===== src/rtl/huffman_block_sequencer_if.sv =====
// huffman_block_sequencer_if: block-in and symbol-out handshake bundles of the sequencer.
interface hbs_blk_if #(parameter int COEF_W = 8);
  logic                  blk_valid;
  logic                  blk_ready;
  logic [64*COEF_W-1:0]  zigzag_pix_in;
  logic                  dc_pred_clr;
  modport master (output blk_valid, output zigzag_pix_in, output dc_pred_clr, input blk_ready);
  modport slave  (input blk_valid, input zigzag_pix_in, input dc_pred_clr, output blk_ready);
endinterface

interface hbs_sym_if #(parameter int COEF_W = 8);
  logic              sym_valid;
  logic              sym_ready;
  logic              sym_is_dc;
  logic [3:0]        sym_run;
  logic [COEF_W:0]   sym_value;
  logic              sym_zrl;
  logic              sym_eob;
  logic              blk_done;
  modport master (output sym_valid, output sym_is_dc, output sym_run, output sym_value,
                  output sym_zrl, output sym_eob, output blk_done, input sym_ready);
  modport slave  (input sym_valid, input sym_is_dc, input sym_run, input sym_value,
                  input sym_zrl, input sym_eob, input blk_done, output sym_ready);
endinterface


===== src/rtl/huffman_block_sequencer.sv =====
// huffman_block_sequencer: turns a zigzag block into DC-diff, run/value, ZRL and EOB symbols.
module huffman_block_sequencer #(
  parameter int COEF_W = 8
) (
  input  logic       clock,
  input  logic       reset_n,
  hbs_blk_if.slave   blk,
  hbs_sym_if.master  sym
);
  typedef enum logic [2:0] {IDLE, DC, SCAN, ZRL, EOB, DONE} state_t;
  state_t                   state_q;
  logic signed [COEF_W-1:0] coef_q [64];
  logic signed [COEF_W-1:0] pred_q;
  logic [5:0]               idx_q;
  logic [5:0]               run_q;
  logic [COEF_W-1:0]        cur;
  logic                     cur_nz;
  logic                     ac_v;
  logic [COEF_W:0]          dc_diff;
  logic                     capture;
  assign capture = blk.blk_valid && state_q == IDLE;
  assign cur     = coef_q[idx_q];
  assign cur_nz  = cur != '0;
  assign ac_v    = state_q == SCAN && cur_nz && run_q[5:4] == 2'b00;
  assign dc_diff = {coef_q[0][COEF_W-1], coef_q[0]} - {pred_q[COEF_W-1], pred_q};
  assign blk.blk_ready = state_q == IDLE;
  assign sym.sym_valid = state_q == DC || state_q == ZRL || state_q == EOB || ac_v;
  assign sym.sym_is_dc = state_q == DC;
  assign sym.sym_zrl   = state_q == ZRL;
  assign sym.sym_eob   = state_q == EOB;
  assign sym.sym_run   = state_q == ZRL ? 4'd15 : ac_v ? run_q[3:0] : 4'd0;
  assign sym.sym_value = state_q == DC ? dc_diff : ac_v ? {cur[COEF_W-1], cur} : '0;
  assign sym.blk_done  = state_q == DONE;
  always_ff @(posedge clock)
    if (capture)
      for (int k = 0; k < 64; k++)
        coef_q[k] <= blk.zigzag_pix_in[64*COEF_W-1-k*COEF_W -: COEF_W];
  // ZRL is only entered once a nonzero is found, so trailing zeros fold into EOB
  always_ff @(posedge clock or negedge reset_n) begin
    if (!reset_n) begin
      state_q <= IDLE;
      pred_q  <= '0;
      idx_q   <= '0;
      run_q   <= '0;
    end else begin
      case (state_q)
        IDLE: begin
          if (blk.dc_pred_clr) pred_q <= '0;
          if (capture) state_q <= DC;
        end
        DC: if (sym.sym_ready) begin
          pred_q  <= coef_q[0];
          idx_q   <= 6'd1;
          run_q   <= '0;
          state_q <= SCAN;
        end
        SCAN: begin
          if (!cur_nz) begin
            if (idx_q == 6'd63) state_q <= EOB;
            else begin
              run_q <= run_q + 6'd1;
              idx_q <= idx_q + 6'd1;
            end
          end else if (run_q[5:4] != 2'b00) state_q <= ZRL;
          else if (sym.sym_ready) begin
            run_q <= '0;
            if (idx_q == 6'd63) state_q <= DONE;
            else idx_q <= idx_q + 6'd1;
          end
        end
        ZRL: if (sym.sym_ready) begin
          run_q   <= run_q - 6'd16;
          state_q <= SCAN;
        end
        EOB: if (sym.sym_ready) state_q <= DONE;
        default: state_q <= IDLE;
      endcase
    end
  end
endmodule


===== src/flat_wrapper.sv =====
// flat-port wrapper written by rule: the top's interface ports become plain ports
module huffman_block_sequencer_flat 
#(
  parameter int COEF_W = 8
)
  (clock, reset_n, blk_blk_valid, blk_zigzag_pix_in, blk_dc_pred_clr, blk_blk_ready, sym_sym_valid, sym_sym_is_dc, sym_sym_run, sym_sym_value, sym_sym_zrl, sym_sym_eob, sym_blk_done, sym_sym_ready);
  hbs_blk_if #(.COEF_W(COEF_W)) blk_i ();
  hbs_sym_if #(.COEF_W(COEF_W)) sym_i ();
  input  logic clock;
  input  logic reset_n;
  input wire logic [$bits(blk_i.blk_valid)-1:0] blk_blk_valid;
  input wire logic [$bits(blk_i.zigzag_pix_in)-1:0] blk_zigzag_pix_in;
  input wire logic [$bits(blk_i.dc_pred_clr)-1:0] blk_dc_pred_clr;
  output wire logic [$bits(blk_i.blk_ready)-1:0] blk_blk_ready;
  output wire logic [$bits(sym_i.sym_valid)-1:0] sym_sym_valid;
  output wire logic [$bits(sym_i.sym_is_dc)-1:0] sym_sym_is_dc;
  output wire logic [$bits(sym_i.sym_run)-1:0] sym_sym_run;
  output wire logic [$bits(sym_i.sym_value)-1:0] sym_sym_value;
  output wire logic [$bits(sym_i.sym_zrl)-1:0] sym_sym_zrl;
  output wire logic [$bits(sym_i.sym_eob)-1:0] sym_sym_eob;
  output wire logic [$bits(sym_i.blk_done)-1:0] sym_blk_done;
  input wire logic [$bits(sym_i.sym_ready)-1:0] sym_sym_ready;
  assign blk_i.blk_valid = blk_blk_valid;
  assign blk_i.zigzag_pix_in = blk_zigzag_pix_in;
  assign blk_i.dc_pred_clr = blk_dc_pred_clr;
  assign blk_blk_ready = blk_i.blk_ready;
  assign sym_sym_valid = sym_i.sym_valid;
  assign sym_sym_is_dc = sym_i.sym_is_dc;
  assign sym_sym_run = sym_i.sym_run;
  assign sym_sym_value = sym_i.sym_value;
  assign sym_sym_zrl = sym_i.sym_zrl;
  assign sym_sym_eob = sym_i.sym_eob;
  assign sym_blk_done = sym_i.blk_done;
  assign sym_i.sym_ready = sym_sym_ready;
  huffman_block_sequencer #(.COEF_W(COEF_W)) u_core (.clock(clock), .reset_n(reset_n), .blk(blk_i), .sym(sym_i));
endmodule

===== config.mk =====
export PLATFORM = sky130hd
export DESIGN_NAME = huffman_block_sequencer_flat
export DESIGN_NICKNAME = d
export VERILOG_FILES = /design/src/rtl/huffman_block_sequencer_if.sv /design/src/rtl/huffman_block_sequencer.sv /design/src/flat_wrapper.sv
export SDC_FILE = /design/constraint.sdc
export NUM_CORES = 1
export LEC_CHECK = 0
export CAP_MARGIN = 20
export CORE_ASPECT_RATIO = 0.9
export CORE_MARGIN = 3
export CORE_UTILIZATION = 45
export DETAILED_ROUTE_END_ITERATION = 6
export GPL_TIMING_DRIVEN = 0
export PLACE_DENSITY = 0.89
export SYNTH_ARGS = -nofsm -noshare
export SYNTH_HDL_FRONTEND = slang
export SYNTH_SLANG_ARGS = --single-unit

===== constraint.sdc =====
create_clock -name clock -period 12.2 [get_ports clock]
set_input_delay 1.83 -clock clock [delete_from_list [all_inputs] [get_ports clock]]
set_output_delay 1.83 -clock clock [all_outputs]
set_load 0.01 [all_outputs]

==> flow_metrics.py <==
metrics = {
    "yosys": {
        "synth_edf_count": 512,
        "yosys_warnings": 0,
        "synth_top_area_share": 0.719,
        "synth.cell_area_sq_mm": 0.0214,
        "synth_most_common_cell": "edfxtp_1",
        "syn_nets": 1613,
        "synth_cell_types": 58,
        "ys_async_sr_fraction": 0.0430,
        "ys_ff_latch": 535,
        "synth_common_cells": "512 x edfxtp_1, 111 x mux4_2, 64 x mux2i_1",
        "yosysTopAreaCell": "edfxtp_1",
        "avgSynthCellArea_sq_um": 19.7,
        "syn_inst": 1084,
        "yosysSeqAreaShare": 0.746,
        "synth_flop_cell": "edfxtp_1",
        "synth_area_leaders": "edfxtp_1 72%, mux4_2 12%, mux2i_1 3.0%, dfrtp_1 2.7%, a22oi_1 0.84%",
    },
    "layout": {
        "layout-drive-gt1-share": 0.135,
        "synthToLayoutAreaGrowth_pct": 37.4,
        "finalNetCount": 2211,
        "finalNonFillerCells": 2348,
        "num-fill-cells": 3149,
    },
    "routing": {
        "drc": 0,
        "wirelength_um": 66800,
        "postRouteAntennaNets": 0,
        "vias": 13300,
        "vias_per_cell": 5.66,
        "wl_per_cell_um": 28.4,
        "drtIter0Drc": 1322,
        "drt-pass1-iter-count": 5,
    },
    "floorplan": {
        "dieArea_sq_mm": 0.0501,
        "die_h_um": 213,
        "ios": 536,
        "core_region_area_sq_mm": 0.0467,
        "start_util": 0.457,
        "rows": 75,
        "die_w_um": 236,
    },
    "sta": {
        "finalHoldViolations": 0,
        "fin_ws_ps": 4160,
        "relSlewSlack": 0.219,
        "fin_crit_sh": 0.659,
        "fmaxAchievable_mhz": 124,
        "final.min_clock_period_ps": 8040,
        "setup_tns_ps": 0,
        "skew_ps": 19.5,
        "slew_violations": 0,
        "setup_viol": 0,
        "worst_pin_slew_ps": 1170,
        "rsz0062_at_grt": "false",
    },
    "clocking": {
        "clock_path_buffers": 3,
        "htree_levels": 2,
        "cts.clk_slew.worst_paths_ps": 60,
        "holdBufCountCts": 0,
        "cts_tree": "yes",
        "cts_resized": 0,
        "cts-root-buf": "clkbuf_16",
        "clk_latency_ps": 600,
        "cts.sink_count": 535,
        "cts_made_buffers": 52,
        "post_cts_buffers": 0,
    },
    "critical_path": {
        "cpMostUsedCell": "clkbuf_1",
        "cpPeakStageDelay_ps": 790,
        "path_max_fanout": 10,
        "crit_slowest_cell": "clkbuf_1",
        "crit_type": "reg -> out",
        "cp-end-kind": "output pin",
        "path_buf_inv": 5,
        "crit_family": "buffers and inverters",
        "worstPathArrival_ps": 6210,
        "cp.required_ps": 10370,
        "cp-start-kind": "flop",
        "path_cells": "clkbuf_1 > clkbuf_1 > clkbuf_1 > mux4_2 > mux2i_1 > o311ai_0 > o21ai_0 > and4bb_2 > a21oi_1 > inv_1 > o21ai_0 > clkdlybuf4s50_1",
    },
    "power": {
        "pwr_density_cell_mw_per_mm2": 206,
        "p_leak_nw": 9.97,
        "vdd_drop_max_mv": 0.124,
    },
    "global_routing": {
        "antenna_found_initial": 10,
        "grt_pass1_wl_um": 94800,
        "grt_max_degree": 80,
        "grt_use_total": 0.262,
        "grt_pass1_vias": 14100,
        "grt_overflow": 0,
    },
    "flow_run": {
        "drv_cap": 0,
    },
    "placed_design": {
        "gp_congestion": 0.893,
        "dp_slack_ps": 4630,
        "io_buffers": 535,
        "dp_hpwl_um": 49600,
        "dp.cells": 2243,
    },
    "run_status": {
        "status": "completed",
    },
    "min_path": {
        "hold_path_class": "reg -> reg",
    },
}
[final cells by class]
type                    instances  area, sq um  share of cell area
multi-input cells             474         5080               0.173
inverters                      23         86.3             0.00294
well taps                     616          771              0.0263
clock inverters                28          258             0.00878
flip-flops and latches        535        16000               0.543
plain buffers                  52          250             0.00852
clock buffers                  67         1360              0.0462
repair buffers                544         5580               0.190
diodes                          9         22.5            0.000767
[flip-flops by register name, summed over array words and instances (netlist names)]
register / flops
u_core.coef_q: 512
u_core.pred_q: 8
u_core.idx_q: 6
u_core.run_q: 6
u_core.state_q: 3
[layout by cell type (no fill, tap or decap), types with 3 or more instances in the layout]
cell               n
a22oi_1           24
and3_1             3
a211oi_1           3
nand2_1           42
a22o_1            11
nor3_1            13
buf_16             7
o211ai_1           5
mux2_2             8
clkinv_1           7
buf_4              7
nand2b_1           6
a21o_1             9
nand3_1            8
or3_1              5
or2_2              3
edfxtp_1         512
a41oi_1            3
clkinv_2          12
clkbuf_16         52
o21ai_0           22
o22ai_1           16
clkbuf_1          37
xnor2_1            4
inv_1             23
buf_2             14
nor2_1            21
mux2i_1           64
a31oi_1           13
clkdlybuf4s50_1  535
diode_2            9
ha_1              11
and2_1             5
dfrtp_1           23
a21oi_1           20
bufinv_16          4
mux4_2           111
buf_1              8
nor2b_1           10
[metal layers]
metal	GRT usage	wire length, um
met2	0.454	34600
met3	0.0540	4930
met1	0.341	25700
met5	0	34
met4	0.0740	1510
[cells by family (layout without fill, tap and decap cells)]
family | count (synthesis) | in the layout | share of synthesized area
XOR/XNOR | 6 | 6 | 0.00246
adder cells (fa/ha/maj) | 12 | 12 | 0.00738
buffers and inverters | 75 | 714 | 0.0158
flip-flops | 535 | 535 | 0.746
AO/OA/AOI/OAI | 147 | 147 | 0.0473
AND/OR/NAND/NOR | 125 | 125 | 0.0289
multiplexers | 184 | 184 | 0.152
other | 0 | 9 | 0
[report_power, final]
part	internal, W	leakage (nW)	switching, W
Sequential	0.00242	5.02	0.000111
Combinational	0.000846	4.16	0.00109
Clock	0.000873	0.797	0.000691
Total	0.00414	9.97	0.00189
[final timing paths]
kind / start / endpoint / slack [ps] / cells after the start
setup / recovery: u_core.idx_q[1]$_DFFE_PN0P_ / sym_sym_run[1] / 4160 / 12
setup reg to reg: u_core.idx_q[1]$_DFFE_PN0P_ / u_core.run_q[2]$_DFFE_PN0P_ / 6480 / 13
max in group asynchronous: reset_n / u_core.pred_q[7]$_DFFE_PN0P_ / 10170 / 2
min in group asynchronous: reset_n / u_core.pred_q[3]$_DFFE_PN0P_ / 1570 / 1
hold / removal: u_core.pred_q[6]$_DFFE_PN0P_ / u_core.pred_q[6]$_DFFE_PN0P_ / 500 / 1
hold reg to reg: u_core.pred_q[6]$_DFFE_PN0P_ / u_core.pred_q[6]$_DFFE_PN0P_ / 500 / 1
[through the flow]
stage | instance area (sq um) | hold WS (ps) | total power, W | util
2_1_floorplan | 21400 | 466 | 0.00374 | -
3_3_place_gp | 27500 | 483 | 0.00454 | 0.588
3_5_place_dp | 27700 | 482 | 0.00451 | 0.593
4_1_cts | 29300 | 503 | 0.00608 | 0.627
5_1_grt | 29300 | 530 | 0.00627 | 0.628
6_report | 29400 | 503 | 0.00603 | 0.628
(Power assumes the default switching activity.)
